$ cat src/rtl/hp_mul_if.sv
// Operand/result bundle for the binary16 multiplier lane.
interface hp_mul_if;
  logic        in_valid;
  logic [15:0] a;
  logic [15:0] b;
  logic        out_valid;
  logic [15:0] p;

  modport master (
    output in_valid, a, b,
    input  out_valid, p
  );

  modport slave (
    input  in_valid, a, b,
    output out_valid, p
  );
endinterface

$ cat src/rtl/hp_mul.sv
// Two-stage pipelined IEEE 754 binary16 multiplier.
// Stage 1 unpacks the operands, multiplies the significands and classifies specials.
// Stage 2 normalises, handles the subnormal range, rounds RNE and packs the result.
module hp_mul (
  input  logic     clk,
  input  logic     rst_n,
  hp_mul_if.slave  bus
);

  typedef enum logic [1:0] {
    KIND_FINITE,
    KIND_ZERO,
    KIND_INF,
    KIND_NAN
  } kind_t;

  // ---------------- stage 1 ----------------
  logic [4:0]        exp_a, exp_b;
  logic [9:0]        frac_a, frac_b;
  logic [10:0]       sig_a, sig_b;
  logic [4:0]        eff_a, eff_b;
  logic              nan_a, nan_b, inf_a, inf_b, zero_a, zero_b;
  kind_t             kind_c;
  logic signed [7:0] exp_sum_c;
  logic [21:0]       prod_c;

  logic              s1_valid;
  logic              s1_sign;
  kind_t             s1_kind;
  logic signed [7:0] s1_exp;
  logic [21:0]       s1_prod;

  // Unpack operands, classify specials and form significand product / exponent sum
  always_comb begin
    exp_a  = bus.a[14:10];
    exp_b  = bus.b[14:10];
    frac_a = bus.a[9:0];
    frac_b = bus.b[9:0];
    sig_a  = {|exp_a, frac_a};
    sig_b  = {|exp_b, frac_b};
    eff_a  = (exp_a == 5'd0) ? 5'd1 : exp_a;
    eff_b  = (exp_b == 5'd0) ? 5'd1 : exp_b;
    nan_a  = (&exp_a) & (|frac_a);
    nan_b  = (&exp_b) & (|frac_b);
    inf_a  = (&exp_a) & ~(|frac_a);
    inf_b  = (&exp_b) & ~(|frac_b);
    zero_a = ~(|exp_a) & ~(|frac_a);
    zero_b = ~(|exp_b) & ~(|frac_b);

    if (nan_a || nan_b)
      kind_c = KIND_NAN;
    else if ((inf_a && zero_b) || (inf_b && zero_a))
      kind_c = KIND_NAN;
    else if (inf_a || inf_b)
      kind_c = KIND_INF;
    else if (zero_a || zero_b)
      kind_c = KIND_ZERO;
    else
      kind_c = KIND_FINITE;

    // Biased exponent of the product when its leading one sits at bit 20
    exp_sum_c = $signed({3'b000, eff_a}) + $signed({3'b000, eff_b}) - 8'sd15;
    prod_c    = 22'(sig_a) * 22'(sig_b);
  end

  // Stage 1 pipeline register
  always_ff @(posedge clk or negedge rst_n) begin
    if (!rst_n) begin
      s1_valid <= 1'b0;
      s1_sign  <= 1'b0;
      s1_kind  <= KIND_ZERO;
      s1_exp   <= '0;
      s1_prod  <= '0;
    end else begin
      s1_valid <= bus.in_valid;
      s1_sign  <= bus.a[15] ^ bus.b[15];
      s1_kind  <= kind_c;
      s1_exp   <= exp_sum_c;
      s1_prod  <= prod_c;
    end
  end

  // ---------------- stage 2 ----------------
  logic [4:0]        lz;
  logic [21:0]       norm;
  logic signed [7:0] e_norm;
  logic [7:0]        sh_raw, sh;
  logic [43:0]       wide;
  logic [21:0]       mant;
  logic              sticky_x;
  logic              subn;
  logic [10:0]       keep;
  logic              guard, sticky, round_up;
  logic [11:0]       rsum;
  logic signed [7:0] e_fin;
  logic [9:0]        frac_fin;
  logic [15:0]       p_c;

  // Normalise, denormalise into the subnormal range, round RNE and pack
  always_comb begin
    // Leading-zero count from bit 21; the highest set bit is the last one to assign
    lz = 5'd22;
    for (int unsigned i = 0; i < 22; i++) begin
      if (s1_prod[i]) lz = 5'(21 - i);
    end
    norm   = s1_prod << lz;
    // Leading one now at bit 21, so the exponent gains one and loses lz
    e_norm = s1_exp + 8'sd1 - $signed({3'b000, lz});

    sh_raw   = '0;
    sh       = '0;
    wide     = '0;
    mant     = norm;
    sticky_x = 1'b0;
    subn     = 1'b0;
    if (e_norm < 8'sd1) begin
      // Result below the normal range: shift right, folding lost bits into sticky
      subn     = 1'b1;
      sh_raw   = 8'(8'sd1 - e_norm);
      sh       = (sh_raw > 8'd23) ? 8'd23 : sh_raw;
      wide     = {norm, 22'b0} >> sh;
      mant     = wide[43:22];
      sticky_x = |wide[21:0];
    end

    keep     = mant[21:11];
    guard    = mant[10];
    sticky   = (|mant[9:0]) | sticky_x;
    round_up = guard & (sticky | keep[0]);
    rsum     = {1'b0, keep} + 12'(round_up);

    if (subn) begin
      // A carry into bit 10 means the value rounded up to the smallest normal
      e_fin    = rsum[10] ? 8'sd1 : 8'sd0;
      frac_fin = rsum[9:0];
    end else if (rsum[11]) begin
      e_fin    = e_norm + 8'sd1;
      frac_fin = rsum[10:1];
    end else begin
      e_fin    = e_norm;
      frac_fin = rsum[9:0];
    end

    case (s1_kind)
      KIND_NAN:  p_c = 16'h7E00;
      KIND_INF:  p_c = {s1_sign, 15'h7C00};
      KIND_ZERO: p_c = {s1_sign, 15'h0000};
      default: begin
        if (e_fin >= 8'sd31)
          p_c = {s1_sign, 15'h7C00};
        else
          p_c = {s1_sign, e_fin[4:0], frac_fin};
      end
    endcase
  end

  // Stage 2 output register
  always_ff @(posedge clk or negedge rst_n) begin
    if (!rst_n) begin
      bus.out_valid <= 1'b0;
      bus.p         <= '0;
    end else begin
      bus.out_valid <= s1_valid;
      bus.p         <= p_c;
    end
  end

endmodule

$ cat src/flat_wrapper.sv
// flat-port wrapper written by rule: the top's interface ports become plain ports
module hp_mul_flat 
  (clk, rst_n, bus_in_valid, bus_a, bus_b, bus_out_valid, bus_p);
  hp_mul_if bus_i ();
  input  logic clk;
  input  logic rst_n;
  input wire logic [$bits(bus_i.in_valid)-1:0] bus_in_valid;
  input wire logic [$bits(bus_i.a)-1:0] bus_a;
  input wire logic [$bits(bus_i.b)-1:0] bus_b;
  output wire logic [$bits(bus_i.out_valid)-1:0] bus_out_valid;
  output wire logic [$bits(bus_i.p)-1:0] bus_p;
  assign bus_i.in_valid = bus_in_valid;
  assign bus_i.a = bus_a;
  assign bus_i.b = bus_b;
  assign bus_out_valid = bus_i.out_valid;
  assign bus_p = bus_i.p;
  hp_mul u_core (.clk(clk), .rst_n(rst_n), .bus(bus_i));
endmodule
$ cat config.mk
export PLATFORM = sky130hd
export DESIGN_NAME = hp_mul_flat
export DESIGN_NICKNAME = d
export VERILOG_FILES = /design/src/rtl/hp_mul_if.sv /design/src/rtl/hp_mul.sv /design/src/flat_wrapper.sv
export SDC_FILE = /design/constraint.sdc
export NUM_CORES = 1
export LEC_CHECK = 0
export CAP_MARGIN = 20
export CORE_MARGIN = 10
export CORE_UTILIZATION = 43
export CTS_CLUSTER_SIZE = 28
export DETAILED_ROUTE_END_ITERATION = 8
export GPL_ROUTABILITY_DRIVEN = 0
export PLACE_DENSITY = 0.7
export SYNTH_ARGS = -nofsm -noshare
export SYNTH_HDL_FRONTEND = slang
export SYNTH_SLANG_ARGS = --single-unit
$ cat constraint.sdc
create_clock -name clk -period 11.2 [get_ports clk]
set_clock_uncertainty 0.1 [all_clocks]
set_input_delay 3.36 -clock clk [delete_from_list [all_inputs] [get_ports clk]]
set_output_delay 3.36 -clock clk [all_outputs]
set_load 0.1 [all_outputs]
==> out/metrics.cfg, run 1 <==
[sta]
slew_violations=0
rsz0062_at_grt=false
slew_headroom_pct=34.1
fmax_mhz=107
fin_hold_ws_ns=0.269
tightest_slew_ns=0.985
finalHoldViolCount=0
min_period_ns=9.37
finalCritPeriodShare_pct=83.6
setup_tns_ns=0
setup_violations=0

[floorplan]
die_h_um=170
start_util_pct=44.1
die_area_um2=29000
io_pins=52
chipWidth_um=170
rows=54
coreArea_um2=22000

[detailed_routing]
ant_nets=0
post_drt_wl_per_cell_um=17.0
drt-total-wl_mm=25.3
num_vias=8849
drtPass1Iterations=7
dr.first_iter.drc_count=850
viasPerCell=5.97
drc=0

[clock_tree]
clkLatencyLatePin_ns=0.30
holdBufCountCts=0
cts_setup_buffers=0
cts_buffer_depth=2
root_buffer=clkbuf_16
cts.sinks=51
cts_buffers=5
cts_resized=0
cts_tree=yes
clk_pin_slew_ns=0.07
h-tree-depth=2

[layout]
final.fill_count=2183
n_antenna_cell=0
final_cell_mix=nand2_1 (141), inv_1 (136), fa_1 (82), ha_1 (81), nor2_1 (72)
drive_above_1_share_pct=6.65
final_util_pct=47.5
fin_nets=1400
syn_to_final_growth_pct=7.74
regArea_um2=1280
multiInputGateArea_um2=7630
final_common_cell=nand2_1

[placement]
dp_hpwl_mm=20.2
io_buffers=51

[synth]
synthFlopType=dfrtp_1
synth-edff-count=0
netlist_area_um2=9720
synth_top_cell_by_area=fa_1
synth-async-reset-ratio_pct=100
synth_area_leaders=fa_1 (17%), dfrtp_1 (13%), ha_1 (10%)
avgSynthCellArea_um2=8.05
ys_warn_count=0
syn-num-nets=1405
syn_inst=1207
ys_seq_elements=51
synth_cell_types=98
synth.top_cell.area_share_pct=16.9
synth-seq-area-share_pct=13.1

[critical_path]
path_common_cell=o21ai_0
worst_ep_required_time_ns=11.27
path_max_fanout=12
start_kind=input port
endpoint_kind=register
criticalPathCategory=in -> reg
crit_arrival_ns=9.44
cp_slowest_cell=clkdlybuf4s50_1
max_stage_delay_ns=0.75

[global_routing]
overflow=0
grt_first_pass_wirelength_mm=42.4
antenna_found_initial=0
grt_max_degree=52
grt_pass1_vias=8659
grt_usage_pct=17.2

[status]
outcome=complete, no violations

[job]
cap_violations=0

[worst_hold_path]
hold_path.class=reg -> reg

[state kept, by name, summed over array words and instances, names as in the netlist]
signal / cells
u_core.s1_valid: 1
u_core.s1_prod: 22
u_core.s1_exp: 8
u_core.bus.out_valid: 1
u_core.s1_sign: 1
u_core.s1_kind: 2
u_core.bus.p: 16
[final cells by class]
class	count	share of cell area (%)
inverter	139	4.99
clock buffer	5	1.19
multi-input combinational	949	72.8
sequential	51	12.2
clock inverter	3	0.263
timing repair buffer	56	5.19
tap	280	3.35
[final timing paths]
path                                   start                   end  slack [ns]  cells past startpoint
max in group asynchronous              rst_n      u_core.bus.p[10]        7.52                      2
min in group asynchronous              rst_n     u_core.s1_prod[4]        3.05                      2
setup reg to reg           u_core.s1_prod[0]       u_core.bus.p[9]        2.23                     22
hold / removal               u_core.s1_valid  u_core.bus.out_valid        0.27                      0
hold reg to reg              u_core.s1_valid  u_core.bus.out_valid        0.27                      0
setup / recovery                    bus_a[0]    u_core.s1_prod[21]        1.83                     26
[stage by stage]
step                      setup slack [ns]  instances  instance area [um^2]
after floorplan                       2.60       1207                  9720
after global placement                1.72       1475                 10300
after detailed placement              1.53       1475                 10300
after CTS                             1.84       1483                 10500
after global routing                  1.42       1483                 10500
final                                 1.83       1483                 10500
[layer usage]
metal  share of wire [%]  up-vias  global-route usage [%]
met5                   0        -                       0
met4                 2.0        0                    4.50
met3                 6.5       52                    2.82
met2                  46      364                    28.3
met1                  46     4213                    23.1
li1                    -     4220                       -
[Yosys cell counts, types with 5 or more instances]
master and count:
nand3_1 40, a32oi_1 6, o22ai_1 13, nand2b_1 11, o221ai_1 6, buf_2 11, nor3_1 34, a211oi_1 11
o32ai_1 7, o21ai_0 39, o21bai_1 5, nor4_1 14, nand4_1 12, inv_1 136, a21o_1 10, o211ai_1 16
or2_2 8, a31oi_1 7, dfrtp_1 50, o21ai_1 7, xnor2_1 26, a21oi_1 49, a22oi_1 15, xor2_1 13
ha_1 81, o31ai_1 5, nand2_1 141, and2_1 61, fa_1 82, nor2_1 72, clkbuf_1 52, mux2_2 11
or3_1 8, o21a_1 6, o31a_1 5, and3_1 11, mux2i_1 13
[critical path, delay by kind of cell]
kind	cells	cell delay, ns
compound gates	12	2.27
xor+xnor	1	0.13
fa+ha+maj	6	2.38
buf+inv	4	0.89
simple gates	3	0.40
[logic make-up after synthesis]
| family | after synthesis | share of synthesized area (%) |
|---|---|---|
| AO/OA/AOI/OAI | 278 | 20.9 |
| XOR/XNOR | 40 | 3.76 |
| adder cells (fa/ha/maj) | 163 | 27.3 |
| buffers and inverters | 207 | 8.46 |
| flip-flops | 51 | 13.1 |
| multiplexers | 29 | 3.62 |
| AND/OR/NAND/NOR | 439 | 22.8 |
Power of run 1 is not shown: default switching activity piles up to over one toggle a cycle in this logic, so the estimate is an artifact.
==> inputs of run 2 (changes only) <==
Settings changed: PLACE_DENSITY 0.7 to 0.73.
Clock period 11.2 ns to 7.55 ns, I/O delays scaled along.
==> out/metrics.cfg, run 2 (synthesized netlist as in run 1, its figures left out) <==
[layout]
layoutNonFillerInstCount=1579  ; +6.5%
largest_reg_flops=22  ; unchanged
fin_area_um2=11300  ; +7.9%
final_common_cell=nand2_1
syn_to_final_growth_pct=16.2
n_antenna_cell=0  ; unchanged
fin_nets=1496  ; +6.9%
final_cell_mix=nand2_1 (140), inv_1 (136), buf_4 (99), fa_1 (82), ha_1 (80)
drive_above_1_share_pct=14.9  ; +8.3 points
regMostFlops=u_core.s1_prod
top_regs=u_core.s1_prod x22, u_core.bus.p x16, u_core.s1_exp x8

[clock_tree]
cts_buffer_depth=2  ; unchanged
holdBufCountCts=0  ; unchanged
cts.sinks=51  ; unchanged
clkLatencyLatePin_ns=0.30  ; about the same
h-tree-depth=2  ; unchanged
cts_buffers=5  ; unchanged
clk_pin_slew_ns=0.07  ; about the same
cts_tree=yes
root_buffer=clkbuf_16

[sta]
fin_hold_ws_ns=0.253  ; -0.0159 ns
fmax_mhz=137
finalCritPeriodShare_pct=96.7
min_period_ns=7.30
tightest_slew_ns=0.979  ; -0.00585 ns
finalHoldViolCount=0  ; unchanged
setup_violations=0  ; unchanged
slew_violations=0  ; unchanged
fin_ws_ns=0.250  ; -1.58 ns
slew_headroom_pct=34.5  ; +0.39 points

[placement]
place_ws_ns=-0.625  ; -2.16 ns
dpl.cell_count=1569  ; +6.4%
io_buffers=51  ; unchanged
dp_hpwl_mm=21.8  ; +7.7%
dpl-instance-area_um2=11000  ; +6.8%

[detailed_routing]
dr.first_iter.drc_count=943  ; +11%
ant_nets=0  ; unchanged
drc=0  ; unchanged
drtPass1Iterations=6  ; -1
drt-total-wl_mm=26.7  ; +5.8%
post_drt_wl_per_cell_um=16.9  ; -0.68%
viasPerCell=5.94  ; -0.45%
num_vias=9379  ; +6.0%

[worst_hold_path]
hold_path.class=reg -> reg
holdPathStages=0  ; unchanged

[global_routing]
grt_usage_pct=18.3  ; +1.0 points
grt_pass1_vias=9247  ; +6.8%
grt_first_pass_wirelength_mm=44.8  ; +5.8%
overflow=0  ; unchanged
antenna_found_initial=0  ; unchanged
grt_max_degree=52  ; unchanged

[floorplan]
rows=54  ; unchanged
die_h_um=170  ; unchanged
die_area_um2=29000  ; unchanged
io_pins=52  ; unchanged
chipWidth_um=170  ; unchanged
coreArea_um2=22000  ; unchanged
start_util_pct=44.1  ; unchanged

[critical_path]
reg2reg_depth=26  ; +18%
endpoint_kind=register
crit_arrival_ns=7.42  ; -2.02 ns
cp.buffers_inverters=5  ; +1
crit_family=adder cells
criticalPathCategory=in -> reg
path_common_cell=fa_1
crit_chain=clkdlybuf4s50_1 -> and2_1 -> fa_1 -> fa_1 -> inv_1 -> fa_1 -> inv_1 -> fa_1 -> inv_1 -> fa_1 -> inv_1 -> ha_1 -> a21boi_1 -> o21ai_1 -> nand2_1 -> a21oi_2 -> o21bai_2 -> a21o_1 -> a21o_1 -> a21oi_2 -> o21ai_2 -> o41ai_2 -> xnor2_1
max_stage_delay_ns=0.53  ; -0.22 ns
cp_slowest_cell=fa_1
worst_ep_required_time_ns=7.67  ; -3.60 ns
path_max_fanout=2  ; -10
crit_cells=23  ; -12%
start_kind=input port

[job]
cap_violations=0  ; unchanged

[status]
outcome=complete, no violations

-- run 2: repair_timing --
| action | in CTS | in global routing |
|---|---|---|
| endpoints found under the setup margin | 5 | 19 |
| resized for setup | 12 | 31 |
| endpoints found under the hold margin | 0 | 0 |
| pin swaps | 3 | 26 |
| buffers inserted | 0 | 2 |
-- run 2: path summary, 6_finish.rpt --
| path | start | endpoint | slack [ns] |
|---|---|---|---|
| max | bus_b[5] | u_core.s1_prod[21] | 0.25 |
| min | u_core.s1_valid | u_core.bus.out_valid | 0.25 |
| max reg2reg | u_core.s1_prod[20] | u_core.bus.p[9] | 0.30 |
| min reg2reg | u_core.s1_valid | u_core.bus.out_valid | 0.25 |
| max in group asynchronous | rst_n | u_core.s1_prod[19] | 4.95 |
| min in group asynchronous | rst_n | u_core.s1_prod[3] | 1.96 |
-- run 2: layout make-up --
type,instances,area [um^2]
Fill cell,2071,10700
Multi-Input combinational cell,949,7710
Timing Repair Buffer,152,1280
Sequential cell,51,1280
Inverter,139,523
Tap cell,280,350
Clock buffer,5,125
Clock inverter,3,27.5
-- run 2: per-layer routing --
layer	vias up	wire (um)	part of all wire (%)	global-route usage, %
li1	4403	-	-	-
met1	4510	11700	44	23.5
met2	409	12700	48	30.7
met3	57	1760	6.6	2.59
met4	0	609	2.3	6.06
met5	-	0	0	0
-- run 2: per-stage QoR --
step,util (%),setup TNS (ns)
floorplan,-,0
global placement,50.1,-1.70
detailed placement,50.1,-2.45
CTS,50.8,0
global route,51.3,-0.0821
finish,51.3,0
Power of run 2 is left out for the same reason.
